==> config.mk <==
export PLATFORM = sky130hd
export DESIGN_NAME = cam_capture_scaler
export DESIGN_NICKNAME = d
export VERILOG_FILES = /design/src/rtl/cam_pkg.sv /design/src/rtl/cam_sync_edge.sv /design/src/rtl/cam_capture_scaler.sv
export SDC_FILE = /design/constraint.sdc
export NUM_CORES = 1
export LEC_CHECK = 0
export BUFFER_PORTS_ARGS = -buffer_cell sky130_fd_sc_hd__buf_2
export CAP_MARGIN = 0
export CORE_MARGIN = 2
export CORE_UTILIZATION = 55
export CTS_BUF_LIST = sky130_fd_sc_hd__clkbuf_4 sky130_fd_sc_hd__clkbuf_8
export CTS_CLUSTER_SIZE = 20
export DETAILED_ROUTE_END_ITERATION = 8
export GPL_TIMING_DRIVEN = 0
export PLACE_DENSITY = 0.78
export SLEW_MARGIN = 20
export SYNTH_ARGS = -nofsm -noshare
export SYNTH_HDL_FRONTEND = slang
export SYNTH_HIERARCHICAL = 1
export SYNTH_SLANG_ARGS = --single-unit
==> constraint.sdc <==
create_clock -name i_clk -period 4.19 [get_ports i_clk]
set_input_delay 0.6285 -clock i_clk [delete_from_list [all_inputs] [get_ports i_clk]]
set_output_delay 0.6285 -clock i_clk [all_outputs]
set_load 0.005 [all_outputs]
==> src/rtl/cam_pkg.sv <==
// rtl/cam_pkg.sv - shared state encoding, RGB565 layout and framebuffer addressing
package cam_pkg;

    typedef enum logic [1:0] {
        S_IDLE    = 2'd0,
        S_WAIT_VS = 2'd1,
        S_FRAME   = 2'd2
    } cam_state_t;

    localparam int RGB_B_W   = 5;
    localparam int RGB_G_W   = 6;
    localparam int RGB_R_W   = 5;
    localparam int RGB_B_LSB = 0;
    localparam int RGB_G_LSB = RGB_B_LSB + RGB_B_W;
    localparam int RGB_R_LSB = RGB_G_LSB + RGB_G_W;
    localparam int PIX_W     = RGB_R_LSB + RGB_R_W;

    typedef struct packed {
        logic [RGB_R_W-1:0] r;
        logic [RGB_G_W-1:0] g;
        logic [RGB_B_W-1:0] b;
    } rgb565_t;

    // Linear address of a decimated pixel after optional mirroring.
    function automatic int unsigned fb_addr(
        input int unsigned x,
        input int unsigned y,
        input logic        mx,
        input logic        my,
        input int unsigned fb_w,
        input int unsigned fb_h
    );
        int unsigned xm;
        int unsigned ym;
        xm = mx ? (fb_w - 1 - x) : x;
        ym = my ? (fb_h - 1 - y) : y;
        return ym * fb_w + xm;
    endfunction

endpackage

==> src/rtl/cam_sync_edge.sv <==
// rtl/cam_sync_edge.sv - multi-flop synchroniser with rise/fall detection
module cam_sync_edge #(
    parameter int STAGES = 2
) (
    input  logic i_clk,
    input  logic i_reset,
    input  logic i_d,
    output logic o_q,
    output logic o_rise,
    output logic o_fall
);

    logic [STAGES-1:0] r_chain;
    logic              r_prev;

    always_ff @(posedge i_clk or posedge i_reset) begin
        if (i_reset) begin
            r_chain <= '0;
            r_prev  <= 1'b0;
        end else begin
            r_chain <= {r_chain[STAGES-2:0], i_d};
            r_prev  <= r_chain[STAGES-1];
        end
    end

    assign o_q    = r_chain[STAGES-1];
    assign o_rise = r_chain[STAGES-1] & ~r_prev;
    assign o_fall = ~r_chain[STAGES-1] & r_prev;

endmodule

==> src/rtl/cam_capture_scaler.sv <==
// rtl/cam_capture_scaler.sv - oversampled camera capture, decimation, crop, mirror and framebuffer writes
module cam_capture_scaler
    import cam_pkg::*;
#(
    parameter int SRC_W       = 640,
    parameter int SRC_H       = 480,
    parameter int SCALE_LOG2  = 2,
    parameter int FB_W        = 160,
    parameter int FB_H        = 120,
    parameter int ADDR_W      = 15,
    parameter int BYTE_SWAP   = 0,
    parameter int SYNC_STAGES = 2
) (
    input  logic              i_clk,
    input  logic              i_reset,
    input  logic              i_cam_pclk,
    input  logic              i_cam_href,
    input  logic              i_cam_vsync,
    input  logic [7:0]        i_cam_data,
    input  logic              i_enable,
    input  logic              i_mirror_x,
    input  logic              i_mirror_y,
    output logic              o_fb_we,
    output logic [ADDR_W-1:0] o_fb_waddr,
    output logic [PIX_W-1:0]  o_fb_wdata,
    output logic              o_frame_done,
    output logic [7:0]        o_frame_cnt,
    output logic              o_line_err,
    output logic              o_busy
);

    localparam int          COL_W    = $clog2(SRC_W + 1);
    localparam int          ROW_W    = $clog2(SRC_H + 1);
    localparam logic [31:0] DEC_MASK = (32'd1 << SCALE_LOG2) - 32'd1;

    logic w_pclk_q, w_pclk_rise, w_pclk_fall;
    logic w_href_q, w_href_rise, w_href_fall;
    logic w_vs_q, w_vs_rise, w_vs_fall;
    logic w_unused;

    cam_sync_edge #(.STAGES(SYNC_STAGES)) u_sync_pclk (
        .i_clk(i_clk), .i_reset(i_reset), .i_d(i_cam_pclk),
        .o_q(w_pclk_q), .o_rise(w_pclk_rise), .o_fall(w_pclk_fall)
    );
    cam_sync_edge #(.STAGES(SYNC_STAGES)) u_sync_href (
        .i_clk(i_clk), .i_reset(i_reset), .i_d(i_cam_href),
        .o_q(w_href_q), .o_rise(w_href_rise), .o_fall(w_href_fall)
    );
    cam_sync_edge #(.STAGES(SYNC_STAGES)) u_sync_vsync (
        .i_clk(i_clk), .i_reset(i_reset), .i_d(i_cam_vsync),
        .o_q(w_vs_q), .o_rise(w_vs_rise), .o_fall(w_vs_fall)
    );

    assign w_unused = w_pclk_q & w_pclk_fall & w_href_rise & w_vs_q;

    // Data gets the same depth as pclk so a synchronised rise sees the byte it carried.
    logic [7:0] r_data_sync [SYNC_STAGES];
    logic [7:0] w_data;

    always_ff @(posedge i_clk or posedge i_reset) begin
        if (i_reset) begin
            for (int i = 0; i < SYNC_STAGES; i++) r_data_sync[i] <= '0;
        end else begin
            r_data_sync[0] <= i_cam_data;
            for (int i = 1; i < SYNC_STAGES; i++) r_data_sync[i] <= r_data_sync[i-1];
        end
    end

    assign w_data = r_data_sync[SYNC_STAGES-1];

    cam_state_t         r_state;
    logic [COL_W-1:0]   r_col;
    logic [ROW_W-1:0]   r_row;
    logic               r_phase;
    logic [7:0]         r_byte0;
    logic               r_mx, r_my;
    logic               r_a_valid;
    rgb565_t            r_a_pix;
    logic [31:0]        r_a_x, r_a_y;
    logic               r_done_s1, r_done_s2;

    logic [31:0] w_col32, w_row32, w_x, w_y;
    logic        w_keep;
    rgb565_t     w_pix;

    assign w_col32 = 32'(r_col);
    assign w_row32 = 32'(r_row);
    assign w_x     = w_col32 >> SCALE_LOG2;
    assign w_y     = w_row32 >> SCALE_LOG2;
    assign w_keep  = ((w_col32 & DEC_MASK) == 32'd0) && ((w_row32 & DEC_MASK) == 32'd0)
                  && (w_x < FB_W) && (w_y < FB_H);
    assign w_pix   = (BYTE_SWAP != 0) ? {w_data, r_byte0} : {r_byte0, w_data};

    // frame_done is delayed two cycles so it always lands after a pixel captured alongside the vsync rise.
    always_ff @(posedge i_clk or posedge i_reset) begin
        if (i_reset) begin
            r_state      <= S_IDLE;
            r_col        <= '0;
            r_row        <= '0;
            r_phase      <= 1'b0;
            r_byte0      <= '0;
            r_mx         <= 1'b0;
            r_my         <= 1'b0;
            r_a_valid    <= 1'b0;
            r_a_pix      <= '0;
            r_a_x        <= '0;
            r_a_y        <= '0;
            r_done_s1    <= 1'b0;
            r_done_s2    <= 1'b0;
            o_frame_done <= 1'b0;
            o_frame_cnt  <= '0;
            o_line_err   <= 1'b0;
            o_busy       <= 1'b0;
        end else begin
            r_a_valid    <= 1'b0;
            r_done_s1    <= 1'b0;
            r_done_s2    <= r_done_s1;
            o_frame_done <= r_done_s2;
            if (r_done_s2) o_frame_cnt <= o_frame_cnt + 8'd1;

            case (r_state)
                S_IDLE: begin
                    if (i_enable) r_state <= S_WAIT_VS;
                end
                S_WAIT_VS: begin
                    if (w_vs_fall) begin
                        r_state <= S_FRAME;
                        o_busy  <= 1'b1;
                        r_col   <= '0;
                        r_row   <= '0;
                        r_phase <= 1'b0;
                        r_mx    <= i_mirror_x;
                        r_my    <= i_mirror_y;
                    end
                end
                S_FRAME: begin
                    if (w_pclk_rise && w_href_q) begin
                        if (!r_phase) begin
                            r_byte0 <= w_data;
                            r_phase <= 1'b1;
                        end else begin
                            r_phase   <= 1'b0;
                            r_a_valid <= w_keep;
                            r_a_pix   <= w_pix;
                            r_a_x     <= w_x;
                            r_a_y     <= w_y;
                            if (w_col32 < SRC_W) r_col <= r_col + COL_W'(1);
                        end
                    end
                    if (w_href_fall) begin
                        if (w_row32 < SRC_H) r_row <= r_row + ROW_W'(1);
                        r_col   <= '0;
                        r_phase <= 1'b0;
                        if (r_phase) o_line_err <= 1'b1;
                    end
                    if (w_vs_rise) begin
                        r_done_s1 <= 1'b1;
                        o_busy    <= 1'b0;
                        r_state   <= i_enable ? S_WAIT_VS : S_IDLE;
                    end
                end
                default: r_state <= S_IDLE;
            endcase
        end
    end

    always_ff @(posedge i_clk or posedge i_reset) begin
        if (i_reset) begin
            o_fb_we    <= 1'b0;
            o_fb_waddr <= '0;
            o_fb_wdata <= '0;
        end else begin
            o_fb_we <= r_a_valid;
            if (r_a_valid) begin
                o_fb_waddr <= ADDR_W'(fb_addr(r_a_x, r_a_y, r_mx, r_my, $unsigned(FB_W), $unsigned(FB_H)));
                o_fb_wdata <= r_a_pix;
            end
        end
    end

endmodule

# After elaboration in Yosys (flattened, before gate mapping)

Cells that the tools add are included.

Bits in registers: 134
Bits of input ports: 16
Output and inout bits: 43
Logic and storage cells: 107

Add/subtract/negate cells: 6
Multiply operators: 1
Order comparisons: 4
Eq/ne operators: 10
Multiplexer cells: 30
Bitwise logic cells: 9
Reductions and logical operators: 17

Operators by type and width:

| operator                | count |
|---|---|
| $logic_not A32 Y1       | 2 |
| $mux W10                | 5 |
| $mul A32 B3 Y10 const B | 1 |
| $mux W32                | 1 |
| $mux W9                 | 3 |
| $pmux W10 S2            | 1 |
| $pmux W9 S2             | 1 |
| $reduce_and A3 Y1       | 6 |
| $add A15 B15 Y15        | 1 |
| $mux W15                | 1 |
| $mux W1                 | 12 |
| $add A10 B1 Y10 const B | 1 |
| $lt A10 B10 Y1 const B  | 1 |
| $add A9 B1 Y9 const B   | 1 |
| $lt A9 B9 Y1 const B    | 1 |
| $ne A3 B2 Y1 const B    | 3 |
| $sub A8 B8 Y9 const A   | 1 |
| $add A8 B1 Y8 const B   | 1 |
| $lt A8 B8 Y1 const B    | 1 |
| $sub A7 B7 Y8 const A   | 1 |
| $lt A7 B7 Y1 const B    | 1 |
| $mux W2                 | 3 |
| $ne A2 B1 Y1 const B    | 3 |
| $pmux W2 S3             | 1 |
| other kinds (12)        | 24 |

# Logic depth before layout (Yosys ltp)

Depth after elaboration: 7
Gate-level depth with buffers: 16
Depth with buffers taken out: 15

# Modules after synthesis

Netlist, hierarchy kept.

Modules (own cells, without submodules):

| module             | times used | cells an instance | area an instance (um2) | seq. area each (um2) |
|---|---|---|---|---|
| cam_capture_scaler | 1          | 455               | 5582.9                 | 3128.0 |
| cam_sync_edge      | 3          | 6                 | 93.8                   | 75.1 |

# Least setup slack after synthesis

No wires, ideal clock.

Path type: register to register
Start point: reg r_a_y[3]
End point: reg o_fb_waddr[14]
Setup time: 137 ps
Arrival time: 2980 ps
Required time: 4053 ps
Setup slack: 1073 ps
Stages on the path, launching flop included: 15
Buffers on the path: 0
Cells stage by stage: dfrtp_1 -> ha_1 -> a21oi_1 -> ha_1 -> ha_1 -> a21o_1 -> a21oi_1 -> o21bai_1 -> a21oi_1 -> xnor2_1 -> ha_1 -> and4_1 -> a21o_1 -> xnor2_1 -> a21oi_1

Longest elaborated chain between the ends: 4

Ends and longest elaborated chain:

| element                | line                      | source |
|---|---|---|
| start, declared        | cam_capture_scaler.sv:79  | `logic [31:0] r_a_x, r_a_y;` |
| start signal, assigned | cam_capture_scaler.sv:146 | `r_a_y <= w_y;` |
| $sub A7 B7 Y8          | cam_pkg.sv:36             | `ym = my ? (fb_h - 1 - y) : y;` |
| $mux W32 (*)           | cam_pkg.sv:36             |  |
| $mul A32 B3 Y10 (*)    | cam_pkg.sv:37             | `return ym * fb_w + xm;` |
| $add A15 B15 Y15 (*)   | cam_pkg.sv:37             |  |
| end signal, assigned   | cam_capture_scaler.sv:175 | `o_fb_waddr <= ADDR_W'(fb_addr(r_a_x, r_a_y, r_mx, r_my, $unsigned(FB_W), $unsigned(FB_H)));` |
| end, declared          | cam_capture_scaler.sv:24  | `output logic [ADDR_W-1:0] o_fb_waddr,` |

Every way passes the cells marked *; elsewhere a longest branch is shown, timed or not.
A chain may end at the register's enable or synchronous reset.

# Worst setup path in the final report

Start point: reg r_my
End point: reg o_fb_waddr[14]

Longest elaborated chain between the ends: 3

Ends and longest elaborated chain:

| element                | line                      | source |
|---|---|---|
| start, declared        | cam_capture_scaler.sv:76  | `logic r_mx, r_my;` |
| start signal, assigned | cam_capture_scaler.sv:133 | `r_my <= i_mirror_y;` |
| $mux W32               | cam_pkg.sv:36             |  |
| $mul A32 B3 Y10        | cam_pkg.sv:37             |  |
| $add A15 B15 Y15       | cam_pkg.sv:37             |  |

Every way passes these cells.

==> results.toml <==
[detailed_routing]
vias = 3707
wl_per_cell_um = 15.12
via_per_inst = 5.311
ant_nets = 0
finalWirelength_um = 10560
firstDrtPassIters = 4
drc = 0
first_iter_violations = 162

[grt]
antenna_found_initial = 0
grt_first_pass_wirelength_um = 18000
grt_pass1_vias = 3867
grt_usage_pct = 20.41
grt_start_max_net_pins = 74
gr-total-overflow = 0

[setup_path]
slowest_stage = "clkbuf_1"
cp-startpoint = "r_my$_DFFE_PP0P_"
cp-start-kind = "flip-flop"
endpoint_kind = "flip-flop"
worstPathArrival_ps = 3810
required_ps = 4490
worstPathMaxFanout = 9
critPathBufInv = 1
reg2reg_from = "r_my$_DFFE_PP0P_"
r2r_slack_ps = 680
path_class = "flip-flop to flip-flop"
path_cells = "clkbuf_1 > nor2_1 > a21oi_1 > ha_1 > ha_1 > a21o_1 > a21oi_1 > o21bai_1 > a21oi_1 > xnor2_1 > ha_1 > and4_1 > a21o_1 > xnor2_1 > a21oi_1"
crit_top_cell = "a21oi_1"
cp.depth = 15
crit_family = "compound AO/OA/AOI/OAI gates"
slowest_delay_ps = 360
reg2reg_to = "o_fb_waddr[14]$_DFFE_PP0P_"
reg2reg_depth = 15
crit_end = "o_fb_waddr[14]$_DFFE_PP0P_"

[die]
die-area_sq_um = 11480
start_util_pct = 56.66
io_pins = 59
core_area_sq_um = 10320
std_cell_rows = 37
die_h_um = 107.1
fp.dieW_um = 107.1

[logic_synthesis]
syn_inst = 471
syn_nets = 518
synth.avg_cell_area_sq_um = 12.42
syn_area_sq_um = 5849
ys.warnings.count = 6

[final_layout]
diodes = 0
syn2layout_area_growth_pct = 15.62
final_area_sq_um = 6763
fin_cells = 698
fin_util_pct = 65.51
drive_gt1_share_pct = 22.95
fin_nets = 596

[timing]
slew_headroom_pct = 55.85
min_period_over_period_pct = 83.75
rsz0062_at_grt = "no"
finClkSkew_ps = 16.35
postLayoutSetupSlackWorst_ps = 680.9
slew_viol_final = 0
setup_viol = 0
hold_violations = 0
worst_pin_slew_ps = 662.3
layout_min_cycle_time_ps = 3509
clock.fmax_mhz = 285.0

[power_and_ir_drop]
p_leak_uw = 0.003537
ir_drop_v = 0.0002837
p_total_uw = 3593
power_density_nw_per_um2 = 531.3

[clock_tree]
clock_latency_ps = 430
clockBufferDepth = 2
post_cts_buffers = 0
numCtsBuffers = 17
clock-sinks = 134
root_buffer = "clkbuf_8"
ctsResizeCount = 0
cts_tree = "built"
clk_pin_slew_ps = 80
htreeDepth = 4
cts_hold_buf = 0

[job]
maxCapViolCount = 0

[run_status]
status = "completed"

[placement]
place_area_sq_um = 6342
gp_congestion = 0.8916
port_buffers = 58
dp_hpwl_um = 7312
placed_cells = 666
post-place-ws_ps = 696.8

[hold_path]
hold_path_class = "primary input to async pin"
[power breakdown]
| part | switching [uW] | total, uW | leakage, uW | internal, uW |
|---|---|---|---|---|
| Combinational | 486 | 892 | 0.00155 | 405 |
| Sequential | 114 | 1580 | 0.00178 | 1470 |
| Clock | 541 | 1120 | 0.000208 | 579 |
[how the worst min path moves through the flow]
| stage | end | cells past startpoint | start | slack (ps) |
|---|---|---|---|---|
| detailed placement | u_sync_href/r_chain[1]$_DFF_PP0_ | 0 | u_sync_href/r_chain[0]$_DFF_PP0_ | 330 |
| global placement | u_sync_href/r_chain[1]$_DFF_PP0_ | 0 | u_sync_href/r_chain[0]$_DFF_PP0_ | 330 |
| floorplan | r_done_s2$_DFF_PP0_ | 0 | r_done_s1$_DFF_PP0_ | 330 |
| finish | u_sync_vsync/r_chain[0]$_DFF_PP0_ | 2 | i_reset | 100 |
| global route | u_sync_href/r_chain[0]$_DFF_PP0_ | 2 | i_reset | 90 |
| CTS | u_sync_href/r_chain[0]$_DFF_PP0_ | 2 | i_reset | 80 |
[registers in the layout, indices dropped and copies added, names as in the netlist, 2 cells and up]
signal / cells
o_fb_wdata: 16
r_a_pix: 16
o_fb_waddr: 15
r_col: 10
r_row: 9
o_frame_cnt: 8
r_a_x: 8
r_byte0: 8
r_data_sync: 8
w_data: 8
r_a_y: 7
r_state: 2
u_sync_href/r_chain: 2
u_sync_pclk/r_chain: 2
u_sync_vsync/r_chain: 2
[layout make-up]
| class | instances | area (sq um) |
|---|---|---|
| Buffer | 12 | 51.30 |
| Clock buffer | 19 | 261.5 |
| Clock inverter | 13 | 158.9 |
| Fill cell | 784 | 3561 |
| Inverter | 25 | 98.84 |
| Multi-Input combinational cell | 300 | 2351 |
| Sequential cell | 134 | 3353 |
| Tap cell | 136 | 170.2 |
| Timing Repair Buffer | 59 | 317.8 |
[per-layer routing]
layer,wire (um),GRT usage (%)
met2,5349,34.00
met3,409,4.802
met5,0,0
met4,162,8.071
met1,4634,25.82
[cells in the final DEF (no fill, tap or decap), types with 5 or more instances in the layout]
cell type / count
nor2b_1: 5
clkbuf_8: 19
inv_1: 24
and3_1: 5
nand2_1: 34
nor2_1: 27
o21ai_1: 5
nand4_1: 9
clkbuf_1: 7
nand3_1: 11
xor2_1: 18
a21oi_1: 18
inv_6: 5
a21o_1: 5
mux2_1: 39
xnor2_1: 23
dfrtp_1: 134
mux2_2: 22
ha_1: 29
o21ai_0: 8
buf_2: 63
o31ai_1: 6
[per-stage QoR]
stage	hold slack, ps	setup TNS, ps
after floorplan	331.2	0
after global placement	332.4	-123760
after detailed placement	334.7	0
after CTS	83.32	0
after global routing	91.58	0
final	96.71	0
No activity file was read; power rests on OpenSTA's default activity.
